$ cat config.mk
export PLATFORM = sky130hd
export DESIGN_NAME = baby_ram_arbiter_flat
export DESIGN_NICKNAME = d
export VERILOG_FILES = /design/src/rtl/baby_ram_arbiter_if.sv /design/src/rtl/baby_ram_arbiter.sv /design/src/flat_wrapper.sv
export SDC_FILE = /design/constraint.sdc
export NUM_CORES = 1
export LEC_CHECK = 0
export CAP_MARGIN = 15
export CELL_PAD_IN_SITES_DETAIL_PLACEMENT = 2
export CELL_PAD_IN_SITES_GLOBAL_PLACEMENT = 2
export CORE_UTILIZATION = 16
export DETAILED_ROUTE_END_ITERATION = 8
export GPL_TIMING_DRIVEN = 0
export PLACE_DENSITY_LB_ADDON = 0.1
export SYNTH_ARGS = -nofsm -noshare
export SYNTH_HDL_FRONTEND = slang
export SYNTH_SLANG_ARGS = --single-unit
$ cat constraint.sdc
create_clock -name wb_clk_i -period 2.2 [get_ports wb_clk_i]
set_input_delay 0.33 -clock wb_clk_i [delete_from_list [all_inputs] [get_ports wb_clk_i]]
set_output_delay 0.33 -clock wb_clk_i [all_outputs]
set_load 0.03 [all_outputs]
$ cat src/rtl/baby_ram_arbiter_if.sv
// Bus bundle between the arbiter, the Wishbone host, the Baby core RAM port and ram_5x32.
interface baby_ram_arbiter_if;
    logic        wbs_stb_i;
    logic        wbs_cyc_i;
    logic        wbs_we_i;
    logic [3:0]  wbs_sel_i;
    logic [31:0] wbs_adr_i;
    logic [31:0] wbs_dat_i;
    logic        wbs_ack_o;
    logic [31:0] wbs_dat_o;

    logic        baby_req_i;
    logic        baby_we_i;
    logic [4:0]  baby_addr_i;
    logic [31:0] baby_data_i;
    logic        baby_ack_o;
    logic [31:0] baby_data_o;
    logic        baby_reset_o;
    logic        baby_stop_i;

    logic [4:0]  ram_addr_o;
    logic        ram_we_o;
    logic [31:0] ram_data_o;
    logic [31:0] ram_data_i;

    modport slave (
        input  wbs_stb_i, wbs_cyc_i, wbs_we_i, wbs_sel_i, wbs_adr_i, wbs_dat_i,
        output wbs_ack_o, wbs_dat_o,
        input  baby_req_i, baby_we_i, baby_addr_i, baby_data_i, baby_stop_i,
        output baby_ack_o, baby_data_o, baby_reset_o,
        output ram_addr_o, ram_we_o, ram_data_o,
        input  ram_data_i
    );

    modport master (
        output wbs_stb_i, wbs_cyc_i, wbs_we_i, wbs_sel_i, wbs_adr_i, wbs_dat_i,
        input  wbs_ack_o, wbs_dat_o,
        output baby_req_i, baby_we_i, baby_addr_i, baby_data_i, baby_stop_i,
        input  baby_ack_o, baby_data_o, baby_reset_o,
        input  ram_addr_o, ram_we_o, ram_data_o,
        output ram_data_i
    );
endinterface

$ cat src/rtl/baby_ram_arbiter.sv
// Round-robin arbiter sharing ram_5x32 between the Wishbone host and the Baby, plus the run/stop CTRL register.
// state  | meaning
// IDLE   | waiting for a request; grants and latches the winning one
// ACCESS | RAM address/write strobe driven; CTRL write commits
// RESP   | owner acked with read data; round-robin pointer updated
module baby_ram_arbiter (
    input logic               wb_clk_i,
    input logic               wb_rst_i,
    baby_ram_arbiter_if.slave bus
);
    typedef enum logic [1:0] {IDLE, ACCESS, RESP} state_t;
    typedef enum logic [1:0] {REG_RAM, REG_CTRL, REG_NONE} region_t;

    state_t      state, state_nxt;
    region_t     host_region, lat_region;
    logic        host_req, grant, grant_baby;
    logic        last_baby, owner_baby;
    logic        run, run_d;
    logic [4:0]  lat_addr;
    logic        lat_we, lat_sel_full;
    logic [31:0] lat_data, rd_data;
    logic        resp_ok;
    logic        unused_adr;

    assign unused_adr = ^{bus.wbs_adr_i[31:8], bus.wbs_adr_i[1:0]};
    assign host_req   = bus.wbs_cyc_i & bus.wbs_stb_i;

    always_comb begin
        host_region = REG_NONE;
        if (!bus.wbs_adr_i[7])
            host_region = REG_RAM;
        else if (bus.wbs_adr_i[7:2] == 6'h20)
            host_region = REG_CTRL;
    end

    always_comb begin
        state_nxt  = state;
        grant      = 1'b0;
        grant_baby = 1'b0;
        case (state)
            IDLE: begin
                if (host_req && bus.baby_req_i) begin
                    grant      = 1'b1;
                    grant_baby = ~last_baby;
                end else if (host_req) begin
                    grant = 1'b1;
                end else if (bus.baby_req_i) begin
                    grant      = 1'b1;
                    grant_baby = 1'b1;
                end
                if (grant)
                    state_nxt = ACCESS;
            end
            ACCESS:  state_nxt = RESP;
            RESP:    state_nxt = IDLE;
            default: state_nxt = IDLE;
        endcase
    end

    always_ff @(posedge wb_clk_i) begin
        if (wb_rst_i) begin
            state        <= IDLE;
            last_baby    <= 1'b1;
            owner_baby   <= 1'b0;
            run          <= 1'b0;
            run_d        <= 1'b0;
            lat_addr     <= '0;
            lat_we       <= 1'b0;
            lat_sel_full <= 1'b0;
            lat_data     <= '0;
            lat_region   <= REG_NONE;
        end else begin
            state <= state_nxt;
            run_d <= run;
            if (grant) begin
                owner_baby <= grant_baby;
                if (grant_baby) begin
                    lat_addr     <= bus.baby_addr_i;
                    lat_we       <= bus.baby_we_i;
                    lat_data     <= bus.baby_data_i;
                    lat_sel_full <= 1'b1;
                    lat_region   <= REG_RAM;
                end else begin
                    lat_addr     <= bus.wbs_adr_i[6:2];
                    lat_we       <= bus.wbs_we_i;
                    lat_data     <= bus.wbs_dat_i;
                    lat_sel_full <= (bus.wbs_sel_i == 4'hF);
                    lat_region   <= host_region;
                end
            end
            if (state == ACCESS && lat_we && lat_region == REG_CTRL && !owner_baby)
                run <= lat_data[0];
            if (state == RESP)
                last_baby <= owner_baby;
        end
    end

    // The write strobe is not gated by reset so a write already in ACCESS still lands.
    assign bus.ram_addr_o = lat_addr;
    assign bus.ram_data_o = lat_data;
    assign bus.ram_we_o   = (state == ACCESS) && lat_we && lat_sel_full && (lat_region == REG_RAM);

    always_comb begin
        rd_data = '0;
        case (lat_region)
            REG_RAM:  rd_data = bus.ram_data_i;
            REG_CTRL: rd_data = {30'd0, bus.baby_stop_i, run};
            default:  rd_data = '0;
        endcase
    end

    assign resp_ok         = (state == RESP) && !wb_rst_i;
    assign bus.wbs_ack_o   = resp_ok && !owner_baby;
    assign bus.baby_ack_o  = resp_ok && owner_baby;
    assign bus.wbs_dat_o   = bus.wbs_ack_o  ? rd_data : 32'd0;
    assign bus.baby_data_o = bus.baby_ack_o ? rd_data : 32'd0;

    // run_d delays release so the Baby leaves reset one edge after the CTRL write commits.
    assign bus.baby_reset_o = wb_rst_i | ~run_d;
endmodule

$ cat src/flat_wrapper.sv
// flat-port wrapper written by rule: the top's interface ports become plain ports
module baby_ram_arbiter_flat 
  (wb_clk_i, wb_rst_i, bus_wbs_stb_i, bus_wbs_cyc_i, bus_wbs_we_i, bus_wbs_sel_i, bus_wbs_adr_i, bus_wbs_dat_i, bus_wbs_ack_o, bus_wbs_dat_o, bus_baby_req_i, bus_baby_we_i, bus_baby_addr_i, bus_baby_data_i, bus_baby_stop_i, bus_baby_ack_o, bus_baby_data_o, bus_baby_reset_o, bus_ram_addr_o, bus_ram_we_o, bus_ram_data_o, bus_ram_data_i);
  baby_ram_arbiter_if bus_i ();
  input logic wb_clk_i;
  input logic wb_rst_i;
  input wire logic [$bits(bus_i.wbs_stb_i)-1:0] bus_wbs_stb_i;
  input wire logic [$bits(bus_i.wbs_cyc_i)-1:0] bus_wbs_cyc_i;
  input wire logic [$bits(bus_i.wbs_we_i)-1:0] bus_wbs_we_i;
  input wire logic [$bits(bus_i.wbs_sel_i)-1:0] bus_wbs_sel_i;
  input wire logic [$bits(bus_i.wbs_adr_i)-1:0] bus_wbs_adr_i;
  input wire logic [$bits(bus_i.wbs_dat_i)-1:0] bus_wbs_dat_i;
  output wire logic [$bits(bus_i.wbs_ack_o)-1:0] bus_wbs_ack_o;
  output wire logic [$bits(bus_i.wbs_dat_o)-1:0] bus_wbs_dat_o;
  input wire logic [$bits(bus_i.baby_req_i)-1:0] bus_baby_req_i;
  input wire logic [$bits(bus_i.baby_we_i)-1:0] bus_baby_we_i;
  input wire logic [$bits(bus_i.baby_addr_i)-1:0] bus_baby_addr_i;
  input wire logic [$bits(bus_i.baby_data_i)-1:0] bus_baby_data_i;
  input wire logic [$bits(bus_i.baby_stop_i)-1:0] bus_baby_stop_i;
  output wire logic [$bits(bus_i.baby_ack_o)-1:0] bus_baby_ack_o;
  output wire logic [$bits(bus_i.baby_data_o)-1:0] bus_baby_data_o;
  output wire logic [$bits(bus_i.baby_reset_o)-1:0] bus_baby_reset_o;
  output wire logic [$bits(bus_i.ram_addr_o)-1:0] bus_ram_addr_o;
  output wire logic [$bits(bus_i.ram_we_o)-1:0] bus_ram_we_o;
  output wire logic [$bits(bus_i.ram_data_o)-1:0] bus_ram_data_o;
  input wire logic [$bits(bus_i.ram_data_i)-1:0] bus_ram_data_i;
  assign bus_i.wbs_stb_i = bus_wbs_stb_i;
  assign bus_i.wbs_cyc_i = bus_wbs_cyc_i;
  assign bus_i.wbs_we_i = bus_wbs_we_i;
  assign bus_i.wbs_sel_i = bus_wbs_sel_i;
  assign bus_i.wbs_adr_i = bus_wbs_adr_i;
  assign bus_i.wbs_dat_i = bus_wbs_dat_i;
  assign bus_wbs_ack_o = bus_i.wbs_ack_o;
  assign bus_wbs_dat_o = bus_i.wbs_dat_o;
  assign bus_i.baby_req_i = bus_baby_req_i;
  assign bus_i.baby_we_i = bus_baby_we_i;
  assign bus_i.baby_addr_i = bus_baby_addr_i;
  assign bus_i.baby_data_i = bus_baby_data_i;
  assign bus_i.baby_stop_i = bus_baby_stop_i;
  assign bus_baby_ack_o = bus_i.baby_ack_o;
  assign bus_baby_data_o = bus_i.baby_data_o;
  assign bus_baby_reset_o = bus_i.baby_reset_o;
  assign bus_ram_addr_o = bus_i.ram_addr_o;
  assign bus_ram_we_o = bus_i.ram_we_o;
  assign bus_ram_data_o = bus_i.ram_data_o;
  assign bus_i.ram_data_i = bus_ram_data_i;
  baby_ram_arbiter u_core (.wb_clk_i(wb_clk_i), .wb_rst_i(wb_rst_i), .bus(bus_i));
endmodule
# Word level (Yosys, flattened, before mapping)
# Cells that the tools add are included.
# totals
wordCells,53
input_bits,145
output_inout_bits,105
regBits,47
# op_classes
n_bitwise,4
muxes,20
n_eq_ne,6
n_reduce_logical,13
# op_table
op,n
$mux 32,3
$pmux 32 s2,1
$mux 1,10
$logic_and 1x1->1,9
$mux 2,4
$eq 6x6->1 const B,1
$mux 5,1
$eq 2x1->1 const B,2
$eq 4x4->1 const B,1
$logic_not 2->1,2
$pmux 2 s2,1
$eq 2x2->1 const B,1
$logic_not 1->1,2
$ne 2x1->1 const B,1
$not 1->1,2
$and 1x1->1,1
$or 1x1->1,1

# Logic depth before layout (Yosys ltp)
# logic_depth
word_depth,6
depth_mapped,6
ltp_nobuf,3

# Least setup slack after synthesis
# Ideal clock, no wire load.
# synth_path
path_type,register to output
startpoint,register u_core.state[0]
endpoint,output bus_baby_data_o[24]
required_ns,1.870
setup_slack_ns,0.439
t_arrival_ns,1.431
n_path_buf,1
stages_incl_launch_ff,5
path_cell_list,dfxtp_1 nand2b_1 nor3b_2 buf_2 and3_1
# synth_between
elab_chain_cells,4
# synth_rtl
item,line,source
from (decl),baby_ram_arbiter.sv:14,"state_t state, state_nxt;"
from (signal assigned),baby_ram_arbiter.sv:73,state <= state_nxt;
$eq 2x2->1,baby_ram_arbiter.sv:112,assign resp_ok = (state == RESP) && !wb_rst_i;
$logic_and 1x1->1,baby_ram_arbiter.sv:112,
$logic_and 1x1->1,baby_ram_arbiter.sv:114,assign bus.baby_ack_o = resp_ok && owner_baby;
named net bus_baby_ack_o,flat_wrapper.sv:20,output wire logic [$bits(bus_i.baby_ack_o)-1:0] bus_baby_ack_o;
$mux 32,baby_ram_arbiter.sv:116,assign bus.baby_data_o = bus.baby_ack_o ? rd_data : 32'd0;
to (decl),flat_wrapper.sv:21,output wire logic [$bits(bus_i.baby_data_o)-1:0] bus_baby_data_o;
# The timed path passes the listed nets, and every way through them passes these cells.

# Worst setup path in the final report
# layout_path
startpoint,register u_core.state[0]
endpoint,output bus_wbs_ack_o
# layout_between
elab_chain_cells,3
# layout_rtl
item,line,source
$eq 2x2->1,baby_ram_arbiter.sv:112,
$logic_and 1x1->1,baby_ram_arbiter.sv:112,
$logic_and 1x1->1,baby_ram_arbiter.sv:113,assign bus.wbs_ack_o = resp_ok && !owner_baby;
to (decl),flat_wrapper.sv:13,output wire logic [$bits(bus_i.wbs_ack_o)-1:0] bus_wbs_ack_o;
# Every way passes these cells.

==> impl_metrics.csv <==
group,metric,value,unit
route,drt-total-wl,15900,µm
finish,final_area,0.00525,mm²
cts,cts_tree,"done",
yosys,yosys-top-cells-area,"dfxtp_1 34%, and3_1 14%, o2111ai_1 10%",
worst_setup_path,ff2ff_path_depth,4,
cts,ctsHoldBuffers,0,
finish,nFillCells,1993,
worst_setup_path,critPathBufInv,3,
worst_setup_path,regToRegStartpoint,"u_core.state[1]$_SDFFE_PP0P_",
power_and_ir_drop,p_leak,0.00225,µW
grt,grt_pass1_wl,24200,µm
grt,overflow,0,
hold_path,holdPathEnd,"u_core.run_d$_SDFF_PP0_",
floorplan,coreArea,0.0172,mm²
floorplan,fp.dieW,134,µm
power_and_ir_drop,p_per_area,503,mW/mm²
yosys,syn_nets,502,
cts,cts_sinks,47,
yosys,ys_async_sr_fraction,0,%
floorplan,die_area,0.0180,mm²
power_and_ir_drop,finalPower,2640,µW
placement,post-place-ws,-725,ps
power_and_ir_drop,peakVddDrop,0.244,mV
outcome,status,"finished clean",
worst_setup_path,end_kind,"output port",
hold_path,hold_path_class,"flop to flop",
cts,ctsLongestPathBuffers,2,
finish,n_antenna_cell,0,
route,vias_per_cell,4.77,
worst_setup_path,crit_family,"buffers and inverters",
yosys,ys_seq_elements,47,
worst_setup_path,ff2ff_setup_slack,580,ps
placement,placed_cell_area,0.00531,mm²
worst_setup_path,critPathRequiredTime,1870,ps
hold_path,hold_path.startpoint,"u_core.run$_SDFFE_PP0P_",
yosys,seq_area_frac_synth,33.6,%
finish,fin_nets,738,
worst_setup_path,crit_path_frequent_cell,"buf_4",
floorplan,start_util,16.3,%
grt,grt_pass1_vias,4232,
sta,slew_violations,0,
sta,fmax,476,MHz
sta,worst_pin_slew,566,ps
sta,rsz0062_at_grt,"no",
worst_setup_path,critPathMaxStageDelay,380,ps
yosys,synth-edff-count,0,
route,vias,3908,
yosys,synth_top_cell_by_area,"dfxtp_1",
placement,port_buffers,223,
route,firstDrtPassIters,4,
route,drc,0,
floorplan,rows,48,
worst_setup_path,path_max_fanout,10,
sta,finalHoldViolCount,0,
cts,cts_buffers,5,
worst_setup_path,worstSetupStartpointType,"flop",
flow_run,drv_cap,0,
hold_path,min_path_cells,2,
finish,syn_to_final_growth,87.3,%
grt,antenna_found_initial,0,
route,ant_nets,0,
sta,period_minus_slack,2100,ps
sta,finClkSkew,6.97,ps
sta,fin_ws,97.7,ps
yosys,yosys_warnings,0,
worst_setup_path,path_cells,"nand2b_4 > nor3_4 > buf_4 > buf_4 > clkdlybuf4s15_1",
yosys,synth.most_common_cell,"and3_1",
route,drt_iter0_markers,81,
yosys,synth.distinct_cells,37,
worst_setup_path,crit_type,"flop to output port",
yosys,synth_common_cells,"62 x and3_1, 47 x dfxtp_1, 39 x nand3_1, 34 x o21ai_1",
yosys,syn-instance-count,357,
worst_setup_path,crit_path_top_delay_cell,"dfxtp_1",
sta,period_share,95.6,%
sta,setup_viol,0,
route,detail_route.wl_per_cell,19.5,µm
yosys,synth.cell_area,0.00280,mm²
worst_setup_path,arrival,1770,ps
cts,clockRootBuffer,"clkbuf_16",
yosys,syn_area_per_cell,7.84,µm²
sta,max_slew_margin,62.3,%
floorplan,ios,250,
cts,cts_max_level,2,
cts,clock_latency,290,ps
floorplan,dieHeight,134,µm
placement,place_congestion,0.752,
finish,drive_gt1_share,19.2,%
grt,grt_max_degree,16,
cts,path_clk_slew,70,ps
yosys,yosysTopAreaCellShare,33.6,%
worst_setup_path,r2r_end,"u_core.bus.ram_data_o[27]$_SDFFE_PP0P_",
grt,grtUsageTotal,17.1,%
finish,utilization,30.5,%
yosys,ys.flop_type,"dfxtp_1",
placement,dp_hpwl,12300,µm
==> where the power goes <==
group | internal [µW] | leakage, µW | switching (µW)
combinational | 407 | 0.00179 | 480
sequential | 921 | 0.000387 | 48.4
clock | 423 | 0.0000740 | 360
==> sequential cells by signal (all words and copies together) (netlist names) <==
| register | count |
|---|---|
| u_core.last_baby | 1 |
| u_core.state | 2 |
| u_core.bus.ram_addr_o | 5 |
| u_core.run | 1 |
| u_core.run_d | 1 |
| u_core.bus.ram_data_o | 32 |
| u_core.lat_region | 2 |
| u_core.lat_sel_full | 1 |
| u_core.lat_we | 1 |
| u_core.owner_baby | 1 |
==> cells by family (layout without fill, tap and decap cells) <==
logic type	count (synthesis)	in the layout	share of synthesized area [%]
buffers and inverters	51	288	7.77
muxes	3	3	1.07
DFF	47	47	33.6
and+or+nand+nor	130	130	27.3
AOI/OAI and AO/OA	126	126	30.3
==> repair_timing <==
action / 4_1_cts / 5_1_grt
setup endpoints to repair: 68 / 58
pin swaps: 2 / 0
gates resized for setup: 230 / 111
buffers inserted: 6 / 0
==> layout make-up <==
class / count / area [µm²] / share of cell area, %
clock buffer: 5 / 125 / 2.39
sequential: 47 / 942 / 18.0
multi-input combinational: 259 / 1670 / 31.8
inverter: 3 / 11.3 / 0.215
buffer: 48 / 245 / 4.68
timing repair buffer: 229 / 1950 / 37.2
clock inverter: 3 / 18.8 / 0.358
tap: 225 / 282 / 5.37
==> worst max path at each step <==
stage                                      start             endpoint  cells after the start  slack [ps]
floorplan           u_core.state[0]$_SDFFE_PP0P_  bus_baby_data_o[24]                      4         440
global placement                        wb_rst_i    bus_wbs_dat_o[19]                      5        -680
detailed placement                      wb_rst_i    bus_wbs_dat_o[21]                      5        -730
CTS                 u_core.state[0]$_SDFFE_PP0P_  bus_baby_data_o[24]                      6          10
global route        u_core.state[0]$_SDFFE_PP0P_    bus_wbs_dat_o[29]                      6           4
finish              u_core.state[0]$_SDFFE_PP0P_        bus_wbs_ack_o                      5         100
==> placed cells by master, fill, tap and decap left out, types with 2 or more instances in the layout <==
master | Yosys | routed
inv_1 | 3 | 3
dfxtp_1 | 47 | 46
clkbuf_4 | 0 | 2
clkbuf_16 | 0 | 5
a311oi_1 | 5 | 5
clkdlybuf4s15_1 | 0 | 2
o21ai_1 | 34 | 34
o2111ai_1 | 33 | 33
clkbuf_2 | 1 | 12
mux2i_1 | 3 | 3
nor2_1 | 8 | 7
clkdlybuf4s50_1 | 0 | 154
and3_1 | 62 | 62
buf_2 | 17 | 70
nand4_1 | 2 | 2
buf_4 | 1 | 11
clkinv_2 | 0 | 2
a21oi_1 | 8 | 8
nand3_1 | 39 | 39
clkbuf_1 | 27 | 20
buf_1 | 2 | 2
o21ai_0 | 5 | 5
nand2_1 | 4 | 4
a31oi_1 | 33 | 33
dlygate4sd2_1 | 0 | 2
and2_1 | 5 | 5
clkbuf_8 | 0 | 2
==> worst min-delay path: cells and delay by family, from the launching register on <==
family                 cells  cell delay [ps]
flip-flops                 1              310
buffers and inverters      1               70
AND/OR/NAND/NOR            1               40
==> layer usage <==
metal | GRT usage [%] | up-vias | wire (µm)
li1 | - | 1871 | -
met1 | 20.3 | 1880 | 6690
met2 | 31.3 | 144 | 8050
met3 | 3.78 | 13 | 1020
met4 | 3.31 | 0 | 185
met5 | 0 | - | 0
==> metrics by stage <==
step | hold WS, ps | instances | TNS (ps)
4_1_cts | 453 | 819 | 0
3_3_place_gp | 460 | 805 | -39160
3_5_place_dp | 454 | 805 | -41460
6_report | 459 | 819 | 0
5_1_grt | 473 | 819 | 0
2_1_floorplan | 431 | 357 | 0
Power figures use the tool's default switching activity.
==> variant 1: new RTL, same flow settings <==
Re-encode `region_t` (3 values) as one-hot, 3 bits wide.
--- a/src/rtl/baby_ram_arbiter.sv
+++ b/src/rtl/baby_ram_arbiter.sv
@@ -11,3 +11,3 @@
     typedef enum logic [1:0] {IDLE, ACCESS, RESP} state_t;
-    typedef enum logic [1:0] {REG_RAM, REG_CTRL, REG_NONE} region_t;
+    typedef enum logic [2:0] {REG_RAM = 3'b001, REG_CTRL = 3'b010, REG_NONE = 3'b100} region_t;
 
Formal check against the unedited RTL: same outputs for any inputs over 10 cycles, from zero or initial values and one cycle with wb_rst_i high; not proved beyond that.
==> variant 1 against the unedited design <==
Global-route usage increased by 0.61 points; die area up 0.79%; area after synthesis up 0.80%; highest routed layer unchanged; largest power group unchanged; sequential cell count rose by 1; the flow now finishes with violations (negative setup slack); synthesized cell count rose by 1.4%; routed wire length increased by 2.6%; design area up 6.5%; setup slack lost 110 ps; first-iteration DRC count grew 8.6%; total power up 0.16%; non-clock buffer count decreased by 5.
==> variant 1: results (changes against the unedited design) <==
failing checks negative setup slack; multi-input gates 267 (was 259); Post-synth top cells and2_1, dfxtp_1, o21ai_0 (was and3_1, dfxtp_1, nand3_1); final setup fails 5 (was 0); via count 3875 (was 3908); first-pass GRT wire length 24500 um (was 24200 um); r2r setup slk 310 ps (was 580 ps); vias in the first global route 4200 (was 4232); CLK BUF 6 (was 5); M1 wire length 7050 um (was 6690 um); Seq area share 0.174 (was 0.180); PostCTS Resize Cnt 401 (was 230); share of cells above drive strength 1 0.217 (was 0.192); metal2 WL 8060 um (was 8050 um); Leak 2.12 nW (was 2.25 nW); Yosys reg bits 48 (was 47); bufs w/o clock 272 (was 277); Cell variety after synth 36 (was 37); Synth area leaders dfxtp_1, and2_1, o2111ai_1 (was dfxtp_1, and3_1, o2111ai_1); CP max stage cell or4b_4 (was dfxtp_1); CP peak stage delay 560 ps (was 380 ps); DR WL/cell 19.8 um (was 19.5 um); Final WS setup -8.41 ps (was 97.7 ps); status complete, but fails checks (was finished, final reports clean); number of fill cells 1926 (was 1993); setup tns final -18.5 ps (was 0 ps); grt met1 use 0.216 (was 0.203); HPWL after detailed placement 12700 um (was 12300 um); NonClk Buf Share 0.431 (was 0.419); post-CTS setup buffer count 4 (was 6); mux contribution to synthesized area 0.00355 (was 0.0107); critical path endpoint bus_wbs_dat_o[3] (was bus_wbs_ack_o); pin count of the biggest net entering global routing 15 (was 16); switch share 0.326 (was 0.337); sequential element share of the synthesized area 0.340 (was 0.336); Inverters, non-clock 5 (was 3)
## variant 1: changes by cell type in the layout (fill, tap and decap cells not counted), sizes merged, moves of 3 or more
cell / unedited run / this run
and3: 62 / 1
and2: 5 / 61
buf: 83 / 76
nor3: 1 / 6
dlygate4sd2: 2 / 5
o21ai: 39 / 42
## variant 1: power groups by stage
stage	sequential (mW)	clock (mW)	combinational, mW
floorplan	1.11	0	0.252
global placement	1.01	0	0.822
detailed placement	1.01	0	0.834
CTS	0.989	0.840	0.851
global route	0.998	0.877	0.902
finish	0.989	0.815	0.839
## variant 1: per-stage QoR
stage          utilization  setup WS [ps]  cells  instance area [sq um]
2_1_floorplan            -            257    362                   2820
3_3_place_gp         0.310           -773    810                   5340
3_5_place_dp         0.310           -809    810                   5340
4_1_cts              0.320          -11.6    825                   5520
5_1_grt              0.324          -69.8    825                   5590
6_report             0.324          -8.41    825                   5590
## variant 1: logic make-up after synthesis
family,after synthesis
AOI/OAI and AO/OA,132
DFF,48
buffers and inverters,47
muxes,1
and+or+nand+nor,134
==> variant 2: new RTL, same flow settings <==
Without the edit above. Make the reset (`wb_rst_i`) asynchronous in one clocked block.
--- a/src/rtl/baby_ram_arbiter.sv
+++ b/src/rtl/baby_ram_arbiter.sv
@@ -59,3 +59,3 @@
 
-    always_ff @(posedge wb_clk_i) begin
+    always_ff @(posedge wb_clk_i or posedge wb_rst_i) begin
         if (wb_rst_i) begin
Behaviour: differs if wb_rst_i is asserted again (counterexample within 4 cycles, from zero or initial values and one cycle with wb_rst_i high); with wb_rst_i held inactive, the same outputs for 10 cycles.
==> variant 2 against the unedited design <==
Routed wire length fell by 7.8%; critical endpoint is now bus_wbs_dat_o[3]; area after synthesis is 0.31% higher; utilization grew 1.3 points; largest cell class unchanged; setup slack worse by 20 ps; sequential cell count did not move; non-clock buffer count decreased by 11; design area up 4.6%.
Power is not compared: it rests on default switching activity, and its combinational part moved more than twofold at a synthesized area within 25%.
==> variant 2: results (changes against the unedited design) <==
max reg flops 32 (unchanged); total number of yosys warnings 0 (unchanged); Synth area leaders dfrtp_1, and3_1, o211a_1 (was dfxtp_1, and3_1, o2111ai_1); first-pass GRT wire length 22700 um (was 24200 um); sequential cell area 1180 sq um (was 942 sq um); CLK BUF 6 (was 5); HP Class input pin to asynchronous set/reset pin (was register to register); Placer Congestion 0.709 (was 0.752); worst r2r dst u_core.bus.ram_data_o[19] (was u_core.bus.ram_data_o[27]); DP Area 5340 sq um (was 5310 sq um); Worst Path Max Fanout 5 (was 10); Tot Pwr 6.11 mW; bufs w/o clock 266 (was 277); num sequential 47 (unchanged); multi-input combinational area share 0.274 (was 0.318); Inverters, non-clock 3 (unchanged); Cell variety after synth 34 (was 37); I/O Buffers 223 (unchanged); multi-input gates 211 (was 259); status finished, final reports clean (unchanged); drt first-iter violations 92 (was 81); via count 3407 (was 3908); mux contribution to synthesized area 0.0111 (was 0.0107); Nets 679 (was 738); number of fill cells 1908 (was 1993); clk_skew 13.4 ps (was 6.97 ps); Total GRT Usage 0.162 (was 0.171); Clk Latency, worst-skew pair 310 ps (was 290 ps); Seq. pwr 1.57 mW; Worst EP arrival 1790 ps (was 1770 ps); ANT cells 0 (unchanged); share of cells above drive strength 1 0.200 (was 0.192); Async SR Flop Fraction 1.00 (was 0); NonClk Buf Share 0.430 (was 0.419); Synth Area in Compound Gates 0.252 (was 0.303); clock network share of area 0.0264 (was 0.0274); Clk pin slew, worst setup/hold paths 80 ps; CP max stage cell dfrtp_1 (was dfxtp_1); sequential element share of the synthesized area 0.420 (was 0.336); r2r setup slk 260 ps (was 580 ps); actual slew at the worst max-slew pin 599 ps (was 566 ps); Post-Syn Nets 442 (was 502); Post-synth top cells and3_1, dfrtp_1, clkbuf_1 (was and3_1, dfxtp_1, nand3_1); combinational power 3.74 mW; wirelength, routed 14700 um (was 15900 um); RR Startpoint u_core.last_baby (was u_core.state[1]); Leak 2.60 nW; HPWL after detailed placement 11100 um (was 12300 um); pin count of the biggest net entering global routing 36 (was 16); R2R depth 5 (was 4); hold slack 211 ps (was 459 ps); Die Area 18100 sq um (was 18000 sq um); vias in the first global route 3841 (was 4232)
-- variant 2: cell types whose count changed after synthesis, sizes merged, moves of 16 or more --
cell	before	now
nand2	4	22
nor3b	3	19
dfrtp	0	45
a2bb2oi	0	19
dfxtp	47	0
o2111ai	33	0
o21ai	39	21
a221o	1	19
o211a	0	20
a31oi	33	1
nand3	39	1
-- variant 2: through the flow --
stage / cells / setup slack, ps / util
2_1_floorplan: 297 / 59.8 / -
3_3_place_gp: 745 / -1350 / 0.309
3_5_place_dp: 746 / -915 / 0.310
4_1_cts: 759 / 1.13 / 0.329
5_1_grt: 760 / 8.11 / 0.318
6_report: 760 / 77.5 / 0.318
-- variant 2: worst max path at each step --
stage,slack [ps],end,start,cells past startpoint
after global routing,8,bus_wbs_dat_o[3],u_core.state[0],6
after global placement,-1350,bus_baby_reset_o,wb_rst_i,4
final,80,bus_wbs_dat_o[3],u_core.state[0],6
after CTS,1,bus_wbs_dat_o[29],u_core.state[0],6
after floorplan,60,bus_baby_reset_o,wb_rst_i,2
after detailed placement,-910,bus_wbs_dat_o[22],wb_rst_i,5
-- variant 2: routing by layer --
layer	wire [um]	track usage	part of all wire
met3	930	0.0443	0.063
met4	229	0.0381	0.016
met1	6270	0.197	0.43
met5	0	0	0
met2	7260	0.284	0.49
-- variant 2: critical path: cells and delay by family (launching register included) --
kind | cells | cell delay (ps)
DFF | 1 | 390
buffers and inverters | 3 | 550
and+or+nand+nor | 3 | 550
-- variant 2: what timing repair did --
action,4_1_cts,5_1_grt
endpoints found under the setup margin,68,77
hold buffers,0,0
cloned,1,0
endpoints found under the hold margin,0,0
gates resized for setup,260,68
pin swaps,2,1
setup buffers,4,2
